File: config.mk
export PLATFORM = sky130hd
export DESIGN_NAME = hack_mem_arbiter
export DESIGN_NICKNAME = d
export VERILOG_FILES = /design/src/rtl/hack_mem_arbiter.sv
export SDC_FILE = /design/constraint.sdc
export NUM_CORES = 1
export LEC_CHECK = 0
export CORE_MARGIN = 2
export CORE_UTILIZATION = 39
export DETAILED_ROUTE_END_ITERATION = 12
export GPL_TIMING_DRIVEN = 0
export PLACE_DENSITY = 0.89
export REMOVE_ABC_BUFFERS = 1
export SYNTH_ARGS = -nofsm -noshare
export SYNTH_HDL_FRONTEND = slang
export SYNTH_SLANG_ARGS = --single-unit
File: constraint.sdc
create_clock -name clk -period 3.37 [get_ports clk]
set_clock_uncertainty 0.15 [all_clocks]
set_input_delay 0.5055 -clock clk [delete_from_list [all_inputs] [get_ports clk]]
set_output_delay 0.5055 -clock clk [all_outputs]
set_load 0.05 [all_outputs]
File: src/rtl/hack_mem_arbiter.sv
// Arbitrates the single-port Hack data RAM between the CPU data port and a DMA/debug port.
// Build option: define HACK_ARB_RR_EN for strict round-robin instead of CPU priority.
module hack_mem_arbiter #(
    parameter int ADDR_W      = 15,
    parameter int DATA_W      = 16,
    parameter int RAM_LAT     = 1,
    parameter int MAX_CPU_RUN = 4
) (
    input  logic              clk,
    input  logic              reset,
    input  logic              cpu_req,
    input  logic              cpu_we,
    input  logic [ADDR_W-1:0] cpu_addr,
    input  logic [DATA_W-1:0] cpu_wdata,
    output logic [DATA_W-1:0] cpu_rdata,
    output logic              cpu_stall,
    input  logic              dma_req,
    input  logic              dma_we,
    input  logic [ADDR_W-1:0] dma_addr,
    input  logic [DATA_W-1:0] dma_wdata,
    output logic              dma_gnt,
    output logic              dma_rvalid,
    output logic [DATA_W-1:0] dma_rdata,
    output logic              ram_en,
    output logic              ram_we,
    output logic [ADDR_W-1:0] ram_addr,
    output logic [DATA_W-1:0] ram_wdata,
    input  logic [DATA_W-1:0] ram_rdata,
    output logic [1:0]        dbg_state
);

    // Handshake: cpu_req is held until cpu_stall is seen low; dma_req is held until
    // the dma_gnt pulse; dma_rvalid pulses once per granted DMA read.
    typedef enum logic [1:0] {
        IDLE  = 2'd0,
        GRANT = 2'd1,
        WAIT  = 2'd2
    } state_t;

    state_t            state_q, state_d, state_cur;
    logic              owner_q, owner_d;
    logic [2:0]        wait_cnt_q, wait_cnt_d;
    logic [DATA_W-1:0] cpu_rdata_q, cpu_rdata_d;
    logic [DATA_W-1:0] dma_rdata_q, dma_rdata_d;
    logic              dma_pick;
    logic              cpu_grant;
    logic              cpu_done;
    logic              acc_we;

`ifdef HACK_ARB_RR_EN
    logic              rr_dma_pri_q, rr_dma_pri_d;

    always_comb begin
        dma_pick     = dma_req && (!cpu_req || rr_dma_pri_q);
        rr_dma_pri_d = rr_dma_pri_q;
        if ((cpu_grant || dma_gnt) && cpu_req && dma_req) begin
            rr_dma_pri_d = cpu_grant;
        end
    end

    always_ff @(posedge clk or negedge reset) begin
        if (!reset) begin
            rr_dma_pri_q <= 1'b0;
        end else begin
            rr_dma_pri_q <= rr_dma_pri_d;
        end
    end
`else
    logic [3:0]        run_cnt_q, run_cnt_d;

    always_comb begin
        dma_pick  = dma_req && (!cpu_req || (run_cnt_q == 4'(MAX_CPU_RUN)));
        run_cnt_d = run_cnt_q;
        if (!dma_req || dma_gnt) begin
            run_cnt_d = 4'd0;
        end else if (cpu_grant && (run_cnt_q != 4'(MAX_CPU_RUN))) begin
            run_cnt_d = run_cnt_q + 4'd1;
        end
    end

    always_ff @(posedge clk or negedge reset) begin
        if (!reset) begin
            run_cnt_q <= 4'd0;
        end else begin
            run_cnt_q <= run_cnt_d;
        end
    end
`endif

    // IDLE with a pending request behaves as GRANT in the same cycle; the register
    // itself only ever holds IDLE or WAIT.
    always_comb begin
        state_cur = state_q;
        if ((state_q == IDLE) && reset && (cpu_req || dma_req)) begin
            state_cur = GRANT;
        end
    end

    always_comb begin
        state_d     = state_q;
        owner_d     = owner_q;
        wait_cnt_d  = wait_cnt_q;
        cpu_rdata_d = cpu_rdata_q;
        dma_rdata_d = dma_rdata_q;
        cpu_rdata   = cpu_rdata_q;
        dma_rdata   = dma_rdata_q;
        ram_en      = 1'b0;
        ram_we      = 1'b0;
        ram_addr    = '0;
        ram_wdata   = '0;
        dma_gnt     = 1'b0;
        dma_rvalid  = 1'b0;
        cpu_grant   = 1'b0;
        cpu_done    = 1'b0;
        acc_we      = 1'b0;
        case (state_cur)
            IDLE: begin
            end
            GRANT: begin
                ram_en = 1'b1;
                if (dma_pick) begin
                    ram_we    = dma_we;
                    ram_addr  = dma_addr;
                    ram_wdata = dma_wdata;
                    dma_gnt   = 1'b1;
                    owner_d   = 1'b1;
                    acc_we    = dma_we;
                end else begin
                    ram_we    = cpu_we;
                    ram_addr  = cpu_addr;
                    ram_wdata = cpu_wdata;
                    cpu_grant = 1'b1;
                    owner_d   = 1'b0;
                    acc_we    = cpu_we;
                end
                if (acc_we) begin
                    state_d  = IDLE;
                    cpu_done = cpu_grant;
                end else begin
                    state_d    = WAIT;
                    wait_cnt_d = 3'd0;
                end
            end
            WAIT: begin
                if (wait_cnt_q == 3'(RAM_LAT - 1)) begin
                    state_d = IDLE;
                    // Read data is forwarded in the capture cycle so the CPU can
                    // consume it as soon as the stall drops.
                    if (owner_q) begin
                        dma_rvalid  = 1'b1;
                        dma_rdata   = ram_rdata;
                        dma_rdata_d = ram_rdata;
                    end else begin
                        cpu_done    = 1'b1;
                        cpu_rdata   = ram_rdata;
                        cpu_rdata_d = ram_rdata;
                    end
                end else begin
                    wait_cnt_d = wait_cnt_q + 3'd1;
                end
            end
            default: begin
                state_d = IDLE;
            end
        endcase
    end

    assign cpu_stall = reset && cpu_req && !cpu_done;
    assign dbg_state = state_cur;

    always_ff @(posedge clk or negedge reset) begin
        if (!reset) begin
            state_q     <= IDLE;
            owner_q     <= 1'b0;
            wait_cnt_q  <= 3'd0;
            cpu_rdata_q <= '0;
            dma_rdata_q <= '0;
        end else begin
            state_q     <= state_d;
            owner_q     <= owner_d;
            wait_cnt_q  <= wait_cnt_d;
            cpu_rdata_q <= cpu_rdata_d;
            dma_rdata_q <= dma_rdata_d;
        end
    end

endmodule

After elaboration in Yosys (flattened, before gate mapping)
Index checks and enable logic that the tools add are counted. Widths: inputs -> output; s select.

Reduce and logical (&&, ||, !) cells: 19. Bitwise gates (word level): 1. $add $sub $neg: 2. Multiplexer cells: 34. Equality and inequality tests: 7.

Operator list (count): $mux 16 (8); $mux 15 (2); $mux 1 (14); $mux 4 (2); $logic_and 1x1->1 (6); $mux 2 (3); $mux 3 (2); $ne 2x2->1 const B (3); $pmux 2 s3 (1); $pmux 3 s2 (1); $add 4x1->4 const B (1); $eq 4x3->1 const B (1); $logic_not 2->1 (2); $ne 4x3->1 const B (1); $reduce_bool 2->1 (2); $add 3x1->3 const B (1); $logic_not 1->1 (3); $logic_not 3->1 (1); $logic_or 1x1->1 (3); $reduce_and 3->1 (1); $eq 2x1->1 const B (1); $eq 2x2->1 const B (1); $pmux 1 s2 (1); $reduce_and 2->1 (1); $not 1->1 (1).

Output and inout bits: 70. Logic and storage cells: 69. Register bits: 42. Bits of input ports: 84.

Depth between registers and ports, before layout
Gate-level depths: netlist (run 1).

Word-level depth: 10. Depth in mapped cells: 7. Mapped depth without buffers: 6.

Worst setup path after synthesis (run 1)
OpenSTA, ideal clock, no wires.

Path type: input to output. Start: input port dma_req. End: output port cpu_stall. Stages on the path: 5. Slack: 0.222 ns. Data required time: 2.714 ns. Arrival time: 2.492 ns. Buffers on the path: 1. Path through: nor2_1 > or2_1 > buf_6 > clkinv_2 > a311oi_1.

Cells in the longest elaborated chain, start to end: 7. Elaborated cells on any way between the ends: 13. Those cells by class: eq/ne (2); mux (6); reduce/logical (5).

Ends and longest elaborated chain: from (decl) (line 17) `input logic dma_req,`; $logic_or 1x1->1 (*) (line 94) `if ((state_q == IDLE) && reset && (cpu_req || dma_req)) begin`; $logic_and 1x1->1 (*) (line 94); $mux 2 (*) (line 94); named net dbg_state[0] (line 29) `output logic [1:0] dbg_state`; $eq 2x2->1 / $eq 2x1->1 (equally long branches) (line 116) `case (state_cur)`; $pmux 1 s2 (*) (line 116); $logic_not 1->1 (*) (line 168) `assign cpu_stall = reset && cpu_req && !cpu_done;`; $logic_and 1x1->1 (*) (line 168); to (decl) (line 16) `output logic cpu_stall,`.

The timed path passes the listed nets; every way through them passes the cells marked *. The select of a mux whose other input is x is not followed.

Worst setup path after layout (run 1)
Start: input port cpu_req. End: output port ram_wdata[13].

Cells in the longest elaborated chain, start to end: 5. Elaborated cells on any way between the ends: 9. Those cells by class: eq/ne (1); mux (3); reduce/logical (5).

Ends and longest elaborated chain: from (decl) (line 11) `input logic cpu_req,`; $logic_or 1x1->1 / $logic_not 1->1 (equally long branches) (line 94, 72); $logic_and 1x1->1 / $logic_or 1x1->1 (equally long branches) (line 94, 72); $mux 2 / $logic_and 1x1->1 (equally long branches) (line 94, 72); $eq 2x1->1 / $mux 16 (equally long branches) (line 116, 121); $mux 16 (*) (line 116); to (decl) (line 27) `output logic [DATA_W-1:0] ram_wdata,`.

Mark *: on every way between the ends. The rest lies on a longest branch, timed or not.

==> results of run 1 <==
==> critical path, cell delays in order <==
cell             delay [ps]
clkdlybuf4s50_1         590
inv_1                   200
o21ai_4                 460
nand2_1                 150
a21oi_2                 150
dlygate4sd2_1           540
==> cell families after synthesis <==
| family | after synthesis |
|---|---|
| AO/OA/AOI/OAI | 50 |
| adder cells (fa/ha/maj) | 4 |
| buffers and inverters | 27 |
| flip-flops | 41 |
| multiplexers | 32 |
| AND/OR/NAND/NOR | 93 |
==> worst min path at each step <==
stage	start	to	slack (ps)	cells after the start
2_1_floorplan	reset	cpu_rdata_q[0]	60	0
3_3_place_gp	dma_rdata_q[14]	dma_rdata_q[14]	330	1
3_5_place_dp	reset	dma_rdata_q[12]	180	1
4_1_cts	reset	cpu_rdata_q[14]	40	2
5_1_grt	reset	cpu_rdata_q[14]	30	2
6_report	reset	cpu_rdata_q[14]	30	2
==> power breakdown <==
group | total (W) | internal [W] | switching (W)
Combinational | 0.00125 | 0.000417 | 0.000833
Sequential | 0.000665 | 0.000628 | 0.0000373
Clock | 0.000479 | 0.000298 | 0.000180
Total | 0.00239 | 0.00134 | 0.00105
==> what timing repair did <==
item | in CTS | in global routing
pin swaps | 3 | 2
gates resized for setup | 72 | 58
setup buffers | 1 | 0
hold buffers | 1 | 0
cloned | 2 | 0
endpoints found under the hold margin | 3 | 0
endpoints found under the setup margin | 68 | 43
==> layout by cell type, fill, tap and decap left out, drive strengths merged <==
master,instances
o211ai,3
clkinv,1
o21ai,7
nand2b,2
inv,12
a311oi,1
clkbuf,29
dlymetal6s2s,14
nor4b,1
dlygate4sd2,25
nand3,6
buf,5
o22ai,1
a21oi,36
nand4b,1
a31oi,1
nand2,71
nor4,1
ha,4
or2,2
nand3b,1
a21o,1
bufinv,2
and3b,1
clkdlybuf4s50,85
a311o,1
dlygate4sd3,1
and3,1
dfrtp,41
and2,1
nor2,4
mux2,32
clkdlybuf4s15,3
nor2b,2
==> layer usage <==
metal | routed length, um | vias to the layer above | part of all wire (%)
li1 | - | 1135 | -
met1 | 2700 | 1109 | 36
met2 | 3760 | 117 | 51
met5 | 0 | - | 0
met3 | 822 | 11 | 11
met4 | 144 | 0 | 1.9
==> registers in the layout, indices dropped and copies added, names as in the netlist <==
signal / cells
state_q: 1
dma_rdata_q: 16
cpu_rdata_q: 16
wait_cnt_q: 3
run_cnt_q: 4
owner_q: 1
==> per-stage QoR <==
stage / hold slack [ps] / std cells / area [um^2] / TNS, ps
global route: 33.3 / 474 / 4000 / -49.5
CTS: 39.7 / 474 / 4060 / 0
finish: 33.5 / 474 / 4000 / 0
detailed placement: 180 / 462 / 3900 / -21340
global placement: 327 / 460 / 3870 / -81300
floorplan: 59.9 / 232 / 2240 / -1260
==> cell type report <==
type | count | area, um^2 | share of cell area, %
repair buffers | 157 | 1470 | 36.9
multi-input cells | 181 | 1220 | 30.5
flip-flops and latches | 41 | 1030 | 25.7
well taps | 75 | 93.8 | 2.35
clock buffers | 5 | 68.8 | 1.72
clock inverters | 3 | 68.8 | 1.72
inverters | 12 | 46.3 | 1.16
==> results.sh, run 1 <==
export IMPL_drt_total_wl_um=7430
export IMPL_hp_class="input pin to asynchronous set/reset pin"
export IMPL_worstReg2RegEnd="wait_cnt_q[0]"
export IMPL_setup_viol=0
export IMPL_std_cell_rows=28
export IMPL_vias_per_cell=5.00
export IMPL_final_max_slew_viol_count=0
export IMPL_num_fill_cells=452
export IMPL_p_total_w=0.00239
export IMPL_synthMuxAreaShare_pct=15.3
export IMPL_fmax_mhz=307
export IMPL_seq_area_frac_synth_pct=43.6
export IMPL_grt_usage_pct=22.6
export IMPL_syn_area_per_cell_um2=9.52
export IMPL_grt_pass1_vias=2369
export IMPL_grt_max_degree=41
export IMPL_netlist_top_cells_count="71 x nand2_1, 41 x dfrtp_1, 32 x mux2_2, 19 x a21oi_2, 17 x a21oi_1"
export IMPL_worstPathMaxFanout=17
export IMPL_htreeDepth=2
export IMPL_fin_ws_ps=115
export IMPL_syn_area_mm2=0.00235
export IMPL_nets=486
export IMPL_ant_nets=0
export IMPL_clk_pin_slew_worst_paths_ps=80
export IMPL_yosysWarningCount=0
export IMPL_status="complete, no violations"
export IMPL_r2r_cells=6
export IMPL_area_delta_synth_final_pct=69.9
export IMPL_worstPathRequired_ps=2710
export IMPL_clk_latency_ps=300
export IMPL_drc_errors=0
export IMPL_maxCapViolCount=0
export IMPL_yosysTopAreaCell="dfrtp_1"
export IMPL_ioPinCount=154
export IMPL_dp_worst_setup_slack_ps=-744
export IMPL_grt_pass1_wl_um=11500
export IMPL_synth_edf_count=0
export IMPL_die_w_um=81.6
export IMPL_cts_buffer_depth=2
export IMPL_cp_start_kind="input pin"
export IMPL_syn_inst=247
export IMPL_yosys_top_cells_area="dfrtp_1 44%, mux2_2 15%, nand2_1 11%"
export IMPL_drtIter0Drc=77
export IMPL_worstSetupEndpoint="ram_wdata[13]"
export IMPL_fin_util_pct=67.9
export IMPL_fp_dieH_um=81.6
export IMPL_cp_arrival_ps=2600
export IMPL_p_leak_nw=1.87
export IMPL_endpoint_kind="output port"
export IMPL_io_buffers=153
export IMPL_async_flop_share_pct=100
export IMPL_slew_headroom_pct=61.5
export IMPL_root_buffer="clkbuf_8"
export IMPL_ys_ff_latch=41
export IMPL_synth_simple_area_share_pct=17.7
export IMPL_synth_top_area_share_pct=43.6
export IMPL_peakVddDrop_v=0.000428
export IMPL_synth_top_family_by_area="simple AND/OR/NAND/NOR gates"
export IMPL_cts_buffers_inserted=5
export IMPL_core_mm2=0.00589
export IMPL_grt_overflow_total=0
export IMPL_dp_hpwl_um=5490
export IMPL_grt_busiest_layer="met2"
export IMPL_start_util_pct=39.9
export IMPL_synth_distinct_cells=36
export IMPL_grt_use_met2_pct=39.8
export IMPL_num_vias=2372
export IMPL_cts_tree="yes"
export IMPL_worstMarginPinSlew_ps=577
export IMPL_p_per_area_mw_per_mm2=599
export IMPL_synth_fa_ha_area_share_pct=2.13
export IMPL_wl_per_cell_um=15.7
export IMPL_die_area_mm2=0.00667
export IMPL_rr_startpoint="run_cnt_q[0]"
export IMPL_synth_most_common_cell="nand2_1"
export IMPL_place_gp_congestion=0.882
export IMPL_use_met1_pct=24.6
export IMPL_synth_main_ff_cell="dfrtp_1"
export IMPL_worstSetupStartpoint="cpu_req"
export IMPL_timing_final_crit_share_pct=96.6
export IMPL_synth_compound_area_share_pct=14.7
export IMPL_drive_above_1_share_pct=25.1
export IMPL_grt_util_met3_pct=8.90
export IMPL_cts_sinks=41
export IMPL_layout_min_cycle_time_ps=3250
export IMPL_hold_viol=0
export IMPL_diodes=0
export IMPL_synthXorXnorAreaFrac_pct=0
export IMPL_reg2reg_slack_ps=1350
export IMPL_path_class="input pin to output port"
export IMPL_antenna_found_initial=0
export IMPL_first_pass_iters=4
(Power assumes the default switching activity.)
==> run 2, diff against run 1 <==
CORE_MARGIN = 5   (was 2)
GPL_ROUTABILITY_DRIVEN = 0   (was unset)
==> results.sh, run 2 (synthesized netlist as in run 1, its figures left out) <==
export IMPL_status="complete, no violations"
export IMPL_hold_viol=0
export IMPL_drive_above_1_share_pct=25.2
export IMPL_io_buffers=153
export IMPL_std_cell_rows=28
export IMPL_grt_max_degree=29
export IMPL_p_int_w=0.00121
export IMPL_slew_headroom_pct=56.9
export IMPL_antenna_found_initial=0
export IMPL_ioPinCount=154
export IMPL_nets=495
export IMPL_layout_min_cycle_time_ps=3280
export IMPL_first_pass_iters=5
export IMPL_dp_worst_setup_slack_ps=-763
export IMPL_mostFrequentLayoutCell="clkdlybuf4s50_1"
export IMPL_largest_registers="cpu_rdata_q (16), dma_rdata_q (16), run_cnt_q (4)"
export IMPL_grt_busiest_layer="met2"
export IMPL_power_frac_seq_pct=29.3
export IMPL_core_mm2=0.00589
export IMPL_timing_final_crit_share_pct=97.2
export IMPL_cp_start_kind="input pin"
export IMPL_worstPathMaxFanout=20
export IMPL_p_leak_nw=1.90
export IMPL_die_area_mm2=0.00768
export IMPL_p_comb_share_pct=56.8
export IMPL_clk_pin_slew_worst_paths_ps=90
export IMPL_worstReg2RegEnd="cpu_rdata_q[13]"
export IMPL_cp_arrival_ps=2620
export IMPL_p_switching_w=0.00106
export IMPL_reg2reg_slack_ps=1320
export IMPL_power_switching_share_pct=46.6
export IMPL_vias_per_cell=5.08
export IMPL_grt_use_met2_pct=37.9
export IMPL_grt_usage_pct=20.5
export IMPL_drtIter0Drc=40
export IMPL_path_class="input pin to output port"
export IMPL_fin_ws_ps=93.1
export IMPL_maxCapViolCount=0
export IMPL_num_vias=2456
export IMPL_grt_pass1_wl_um=12200
export IMPL_clk_latency_ps=290
export IMPL_num_fill_cells=440
export IMPL_cts_tree="yes"
export IMPL_hold_slack_ps=19.7
export IMPL_ant_nets=0
export IMPL_cts_buffer_depth=2
export IMPL_root_buffer="clkbuf_8"
export IMPL_fin_util_pct=71.0
export IMPL_diodes=0
export IMPL_setup_tns_ps=0
export IMPL_p_per_area_mw_per_mm2=544
export IMPL_grt_pass1_vias=2491
export IMPL_rsz0062_at_grt="no"
export IMPL_r2r_cells=7
export IMPL_grt_util_met3_pct=8.28
export IMPL_fp_dieH_um=87.6
export IMPL_worstMarginPinSlew_ps=645
export IMPL_drt_total_wl_um=8410
export IMPL_final_cell_mix="85 x clkdlybuf4s50_1, 71 x nand2_1, 41 x dfrtp_1, 32 x mux2_2, 26 x dlygate4sd2_1"
export IMPL_dp_hpwl_um=6210
export IMPL_htreeDepth=2
export IMPL_wl_per_cell_um=17.4
export IMPL_endpoint_kind="output port"
export IMPL_seq_area_mm2=0.00103
export IMPL_multi_input_area_mm2=0.00123
export IMPL_start_util_pct=39.9
export IMPL_rr_startpoint="wait_cnt_q[0]"
export IMPL_setup_viol=0
export IMPL_cts_sinks=41
export IMPL_clkPwrFrac_pct=13.9
export IMPL_grt_overflow_total=0
export IMPL_worstPathRequired_ps=2710
export IMPL_cts_buffers_inserted=5
export IMPL_area_delta_synth_final_pct=77.8
export IMPL_final_max_slew_viol_count=0
export IMPL_peakVddDrop_v=0.000448
export IMPL_fmax_mhz=305
export IMPL_hp_class="input pin to asynchronous set/reset pin"
export IMPL_use_met1_pct=20.7
export IMPL_die_w_um=87.6
export IMPL_drc_errors=0
## run 2: cell count changes in the layout (fill, tap and decap cells not counted), moves of 4 or more
cell             before  now
clkdlybuf4s15_2       2   19
clkbuf_2             24    2
clkdlybuf4s15_1       1    5
buf_4                 0    6
## run 2: critical path: stages
cell             delay (ps)
clkdlybuf4s50_1         680
nor2_2                  140
or2_2                   560
a21oi_2                 200
clkdlybuf4s15_1         520
## run 2: how the worst max path moves through the flow
stage | slack [ps] | from | depth (start not counted) | end
after global routing | 9 | dma_req | 5 | ram_wdata[7]
after CTS | 40 | wait_cnt_q[0] | 6 | dma_rdata[11]
after floorplan | -1260 | state_q[1] | 4 | cpu_stall
final | 90 | dma_req | 5 | ram_wdata[8]
after detailed placement | -760 | dma_req | 6 | cpu_stall
after global placement | -2690 | reset | 6 | cpu_stall
## run 2: repair_timing
item                                   in CTS  in global routing
hold buffers                                1                  0
pin swaps                                   3                  3
setup endpoints to repair                  68                 47
resized for setup                          96                 25
buffers inserted                            2                  7
cloned                                      2                  1
endpoints found under the hold margin      15                  0
## run 2: layer usage
layer  wire [um]  vias up
li1            -     1149
met1        2930     1168
met2        4290      129
met3        1000       10
met4         188        0
met5           0        -
## run 2: power by group through the flow
stage / Sequential, W / Clock (W) / Combinational [W]
detailed placement: 0.000677 / 0 / 0.00134
floorplan: 0.000665 / 0 / 0.000857
CTS: 0.000667 / 0.000322 / 0.00130
finish: 0.000666 / 0.000317 / 0.00129
global route: 0.000679 / 0.000346 / 0.00135
global placement: 0.000666 / 0 / 0.00131
## run 2: area by class of cell
| class | count | share of cell area, % |
|---|---|---|
| inverters | 12 | 1.11 |
| clock buffers | 5 | 1.65 |
| well taps | 75 | 2.24 |
| repair buffers | 165 | 40.6 |
| multi-input cells | 182 | 29.5 |
| flip-flops and latches | 41 | 24.5 |
| clock inverters | 3 | 0.419 |
## run 2: stage by stage
step / instances / power (W) / area, um^2
floorplan: 232 / 0.00152 / 2240
global placement: 460 / 0.00198 / 3870
detailed placement: 462 / 0.00202 / 3900
CTS: 475 / 0.00229 / 4060
global route: 483 / 0.00237 / 4180
finish: 483 / 0.00227 / 4180
